[src/rtl/adam_stream_fifo.sv]
`default_nettype none
// ============================================================================
// Module      : adam_stream_fifo
// Description : First-word-fall-through stream FIFO for any DEPTH >= 2.
//               Upstream ready is derived from registered occupancy only.
// Revision    : 1.0 - initial release
// ============================================================================
module adam_stream_fifo #(
    parameter type data_t = logic,
    parameter int  DEPTH  = 4,
    localparam int CNT_W  = $clog2(DEPTH + 1)
) (
    input  logic             clk,
    input  logic             rst,
    input  data_t            i_slv_data,
    input  logic             i_slv_valid,
    output logic             o_slv_ready,
    output data_t            o_mst_data,
    output logic             o_mst_valid,
    input  logic             i_mst_ready,
    output logic [CNT_W-1:0] o_count
);

    localparam int               c_ptr_w    = $clog2(DEPTH);
    localparam logic [c_ptr_w-1:0] c_last_ptr = c_ptr_w'(DEPTH - 1);
    localparam logic [CNT_W-1:0]   c_full     = CNT_W'(DEPTH);

    data_t              r_mem [DEPTH];
    logic [c_ptr_w-1:0] r_wr_ptr;
    logic [c_ptr_w-1:0] r_rd_ptr;
    logic [CNT_W-1:0]   r_cnt;

    logic w_push;
    logic w_pop;

    // Ready ignores i_mst_ready on purpose: a full FIFO refuses a beat even
    // when the head is leaving, keeping the ready path free of downstream logic.
    assign o_slv_ready = !rst && (r_cnt != c_full);
    assign o_mst_valid = (r_cnt != '0);
    assign o_mst_data  = r_mem[r_rd_ptr];
    assign o_count     = r_cnt;

    assign w_push = i_slv_valid && o_slv_ready;
    assign w_pop  = o_mst_valid && i_mst_ready;

    always_ff @(posedge clk) begin
        if (w_push) begin
            r_mem[r_wr_ptr] <= i_slv_data;
        end
    end

    // Explicit wrap compare: DEPTH need not be a power of two.
    always_ff @(posedge clk) begin
        if (rst) begin
            r_wr_ptr <= '0;
            r_rd_ptr <= '0;
            r_cnt    <= '0;
        end else begin
            if (w_push) begin
                r_wr_ptr <= (r_wr_ptr == c_last_ptr) ? '0 : r_wr_ptr + c_ptr_w'(1);
            end
            if (w_pop) begin
                r_rd_ptr <= (r_rd_ptr == c_last_ptr) ? '0 : r_rd_ptr + c_ptr_w'(1);
            end
            case ({w_push, w_pop})
                2'b10:   r_cnt <= r_cnt + CNT_W'(1);
                2'b01:   r_cnt <= r_cnt - CNT_W'(1);
                default: r_cnt <= r_cnt;
            endcase
        end
    end

endmodule
`default_nettype wire

[config.mk]
export PLATFORM = sky130hd
export DESIGN_NAME = adam_stream_fifo
export DESIGN_NICKNAME = d
export VERILOG_FILES = /design/src/rtl/adam_stream_fifo.sv
export SDC_FILE = /design/constraint.sdc
export NUM_CORES = 1
export LEC_CHECK = 0
export ABC_AREA = 1
export CORE_ASPECT_RATIO = 0.9
export CORE_MARGIN = 10
export CORE_UTILIZATION = 30
export DETAILED_ROUTE_END_ITERATION = 16
export SETUP_SLACK_MARGIN = 0.5
export SYNTH_ARGS = -nofsm -noshare
export SYNTH_HDL_FRONTEND = slang
export SYNTH_SLANG_ARGS = --single-unit
[constraint.sdc]
create_clock -name clk -period 1.6 [get_ports clk]
set_clock_uncertainty 0.1 [all_clocks]
set_input_delay 0.24 -clock clk [delete_from_list [all_inputs] [get_ports clk]]
set_output_delay 0.24 -clock clk [all_outputs]
set_load 0.01 [all_outputs]
==> flow_summary.yaml <==
place:
  placedCellCount: 132
  dpl.hpwl_mm: 1.089
  place_congestion: 0.7292
  placed_area_um2: 945.9
  port_buffers: 10
yosys:
  ys_seq_elements: 13
  dominantRegCellSynth: "dfxtp_1"
  syn_nets: 93
  synth_edf_count: 4
  syn-instance-count: 81
  syn_area_um2: 683.2
  ys_warn_count: 0
  synth.yosys.seq_area_share_pct: 43.96
  ys_async_sr_fraction_pct: 0
  synthDistinctLibCells: 18
  syn_area_per_cell_um2: 8.434
timing:
  final_max_slew_viol_count: 0
  finalWorstSetupSlack_ns: -0.1425
  setup_viol: 2
  fin_crit_ns: 1.742
  rsz0062_at_grt: "yes"
  timing.final.hold_violations: 0
  worst_hold_slack_ns: 0.3813
  slew_headroom_pct: 85.29
  setup_tns_ns: -0.2130
  fmax_ghz: 0.5739
  finalCritPeriodShare_pct: 108.9
  tightestPinTransition_ns: 0.2203
floorplan:
  rows: 16
  core-area_mm2: 0.002182
  die_h_um: 65.27
  die_area_mm2: 0.004588
  die_w_um: 70.30
  ios: 11
  initial_core_util_pct: 31.31
outcome:
  violations: "negative setup slack"
  status: "finished, violations left"
cts:
  htreeDepth: 1
  cts_hold_buf: 0
  cts_sinks: 13
  clock_path_buffers: 2
  cts_made_buffers: 3
  cts.clk_slew.worst_paths_ns: 0.09
  cts_tree: "yes"
  clk_latency_ns: 0.28
  cts_root_buffer: "clkbuf_4"
power_and_ir_drop:
  power_leakage_uw: 0.0005217
  cellPowerDensity_mw_per_mm2: 1492
  ir_worst_vdd_v: 0.0008609
grt:
  grt_pass1_vias: 599
  grt_pass1_wl_mm: 2.504
  antenna_found_initial: 0
  grt_max_degree: 8
  grt_use_total_pct: 6.677
  overflow: 0
cells_and_area:
  multi_input_area_um2: 395.4
  area_growth_pct: 66.85
  fillerInstances: 190
  diodes: 0
  stdcell_area_mm2: 0.001140
  final_cells: 146
  final_nets: 132
  drive_gt1_share_pct: 51.26
  regArea_um2: 314.1
hold_path:
  min_path_type: "in2reg"
  min_path_cells: 5
setup_path:
  crit_cells: 12
  cp_cell_sequence: "nor2_4 > nand2_2 > nand3_4 > ha_4 > inv_2 > fa_2 > inv_1 > nand2_1 > nand3_1 > nand2_1 > inv_1 > nor2_1"
  slowest_stage: "dfxtp_4"
  critPathKind: "reg2reg"
  path_buf_inv: 3
  crit_fanout: 4
  cp-end-kind: "flip-flop"
  worstPathArrival_ns: 1.83
  critical-path-top-delay-family: "simple AND/OR/NAND/NOR gates"
  reg2regPathDepth: 12
  crit_path_start_kind: "flip-flop"
  worstPathRequired_ns: 1.69
  crit_path_max_incr_delay_ns: 0.36
detailed_routing:
  vias_per_cell: 4.452
  vias: 650
  drc_errors: 0
  drt_iter0_markers: 8
  drt_pass1_iterations: 4
  postRouteAntennaNets: 0
  wl_per_cell_um: 10.41
  totalWireLength_mm: 1.520
job:
  cap_violations: 0
[synth_stat cells, types with 2 or more instances]
cell type | count | area share (%)
inv_1 | 14 | 7.7
nor2_1 | 13 | 7.1
nand2_1 | 12 | 6.6
dfxtp_1 | 9 | 26
ha_1 | 6 | 11
o21ai_0 | 5 | 3.7
edfxtp_1 | 4 | 18
a21oi_1 | 3 | 2.2
nand3_1 | 3 | 2.2
inv_2 | 2 | 1.1
nand2_2 | 2 | 1.8
nand4_1 | 2 | 1.8
[placed cells by master (no fill, tap or decap), types with 5 or more instances in the layout]
cell,n
buf_4,17
inv_1,11
nand2_1,10
buf_6,10
nor2_1,7
nor2_4,5
[worst paths after layout]
path | startpoint | end | slack [ns]
setup / recovery | o_count[0] | o_count[2] | -0.14
hold / removal | rst | r_wr_ptr[1] | 0.38
setup reg to reg | o_count[0] | o_count[2] | -0.14
hold reg to reg | r_rd_ptr[1] | flip-flop | 0.46
[routing by layer]
metal / track usage, % / wire length (um)
met5: 0 / 0
met4: 3.695 / 9
met3: 3.303 / 59
met2: 10.54 / 801
met1: 7.197 / 649
[logic make-up (layout without fill, tap and decap cells)]
kind of cell | count (synthesis) | after routing | share of synthesized area [%]
AND/OR/NAND/NOR | 36 | 36 | 25.82
AO/OA/AOI/OAI | 9 | 9 | 7.508
buffers and inverters | 16 | 54 | 8.792
flip-flops | 13 | 13 | 43.96
adder cells (fa/ha/maj) | 7 | 7 | 13.92
[report_power, final]
| group | internal [uW] | switching, uW | leakage (uW) |
|---|---|---|---|
| registers | 445 | 68.3 | 0.000113 |
| logic | 528 | 454 | 0.000393 |
| clock network | 96.6 | 108 | 0.0000150 |
[layout make-up]
| cell class | instances | area share [%] |
|---|---|---|
| Tap cell | 27 | 2.964 |
| Sequential cell | 13 | 27.55 |
| Inverter | 16 | 5.488 |
| Multi-Input combinational cell | 52 | 34.69 |
| Timing Repair Buffer | 34 | 27.00 |
| Clock buffer | 4 | 2.305 |
[through the flow]
stage	utilization, %	setup slack (ns)	total power, uW
floorplan	-	-0.07690	896.2
global placement	43.35	-0.3565	1234
detailed placement	43.35	-0.3927	1252
CTS	48.34	-0.1296	1560
global route	52.24	-0.2281	1842
finish	52.24	-0.1425	1701
[worst reg2reg max path: cells and delay by family, from the launching register on]
family | cells | cell delay, ns
simple gates | 7 | 0.57
flops | 1 | 0.36
buf+inv | 3 | 0.14
fa+ha+maj | 2 | 0.48
[repair_timing]
action,in CTS,in global routing
resized for setup,47,14
setup buffers,5,5
pin swaps,4,6
endpoints found under the setup margin,19,19
(Power assumes the default switching activity.)
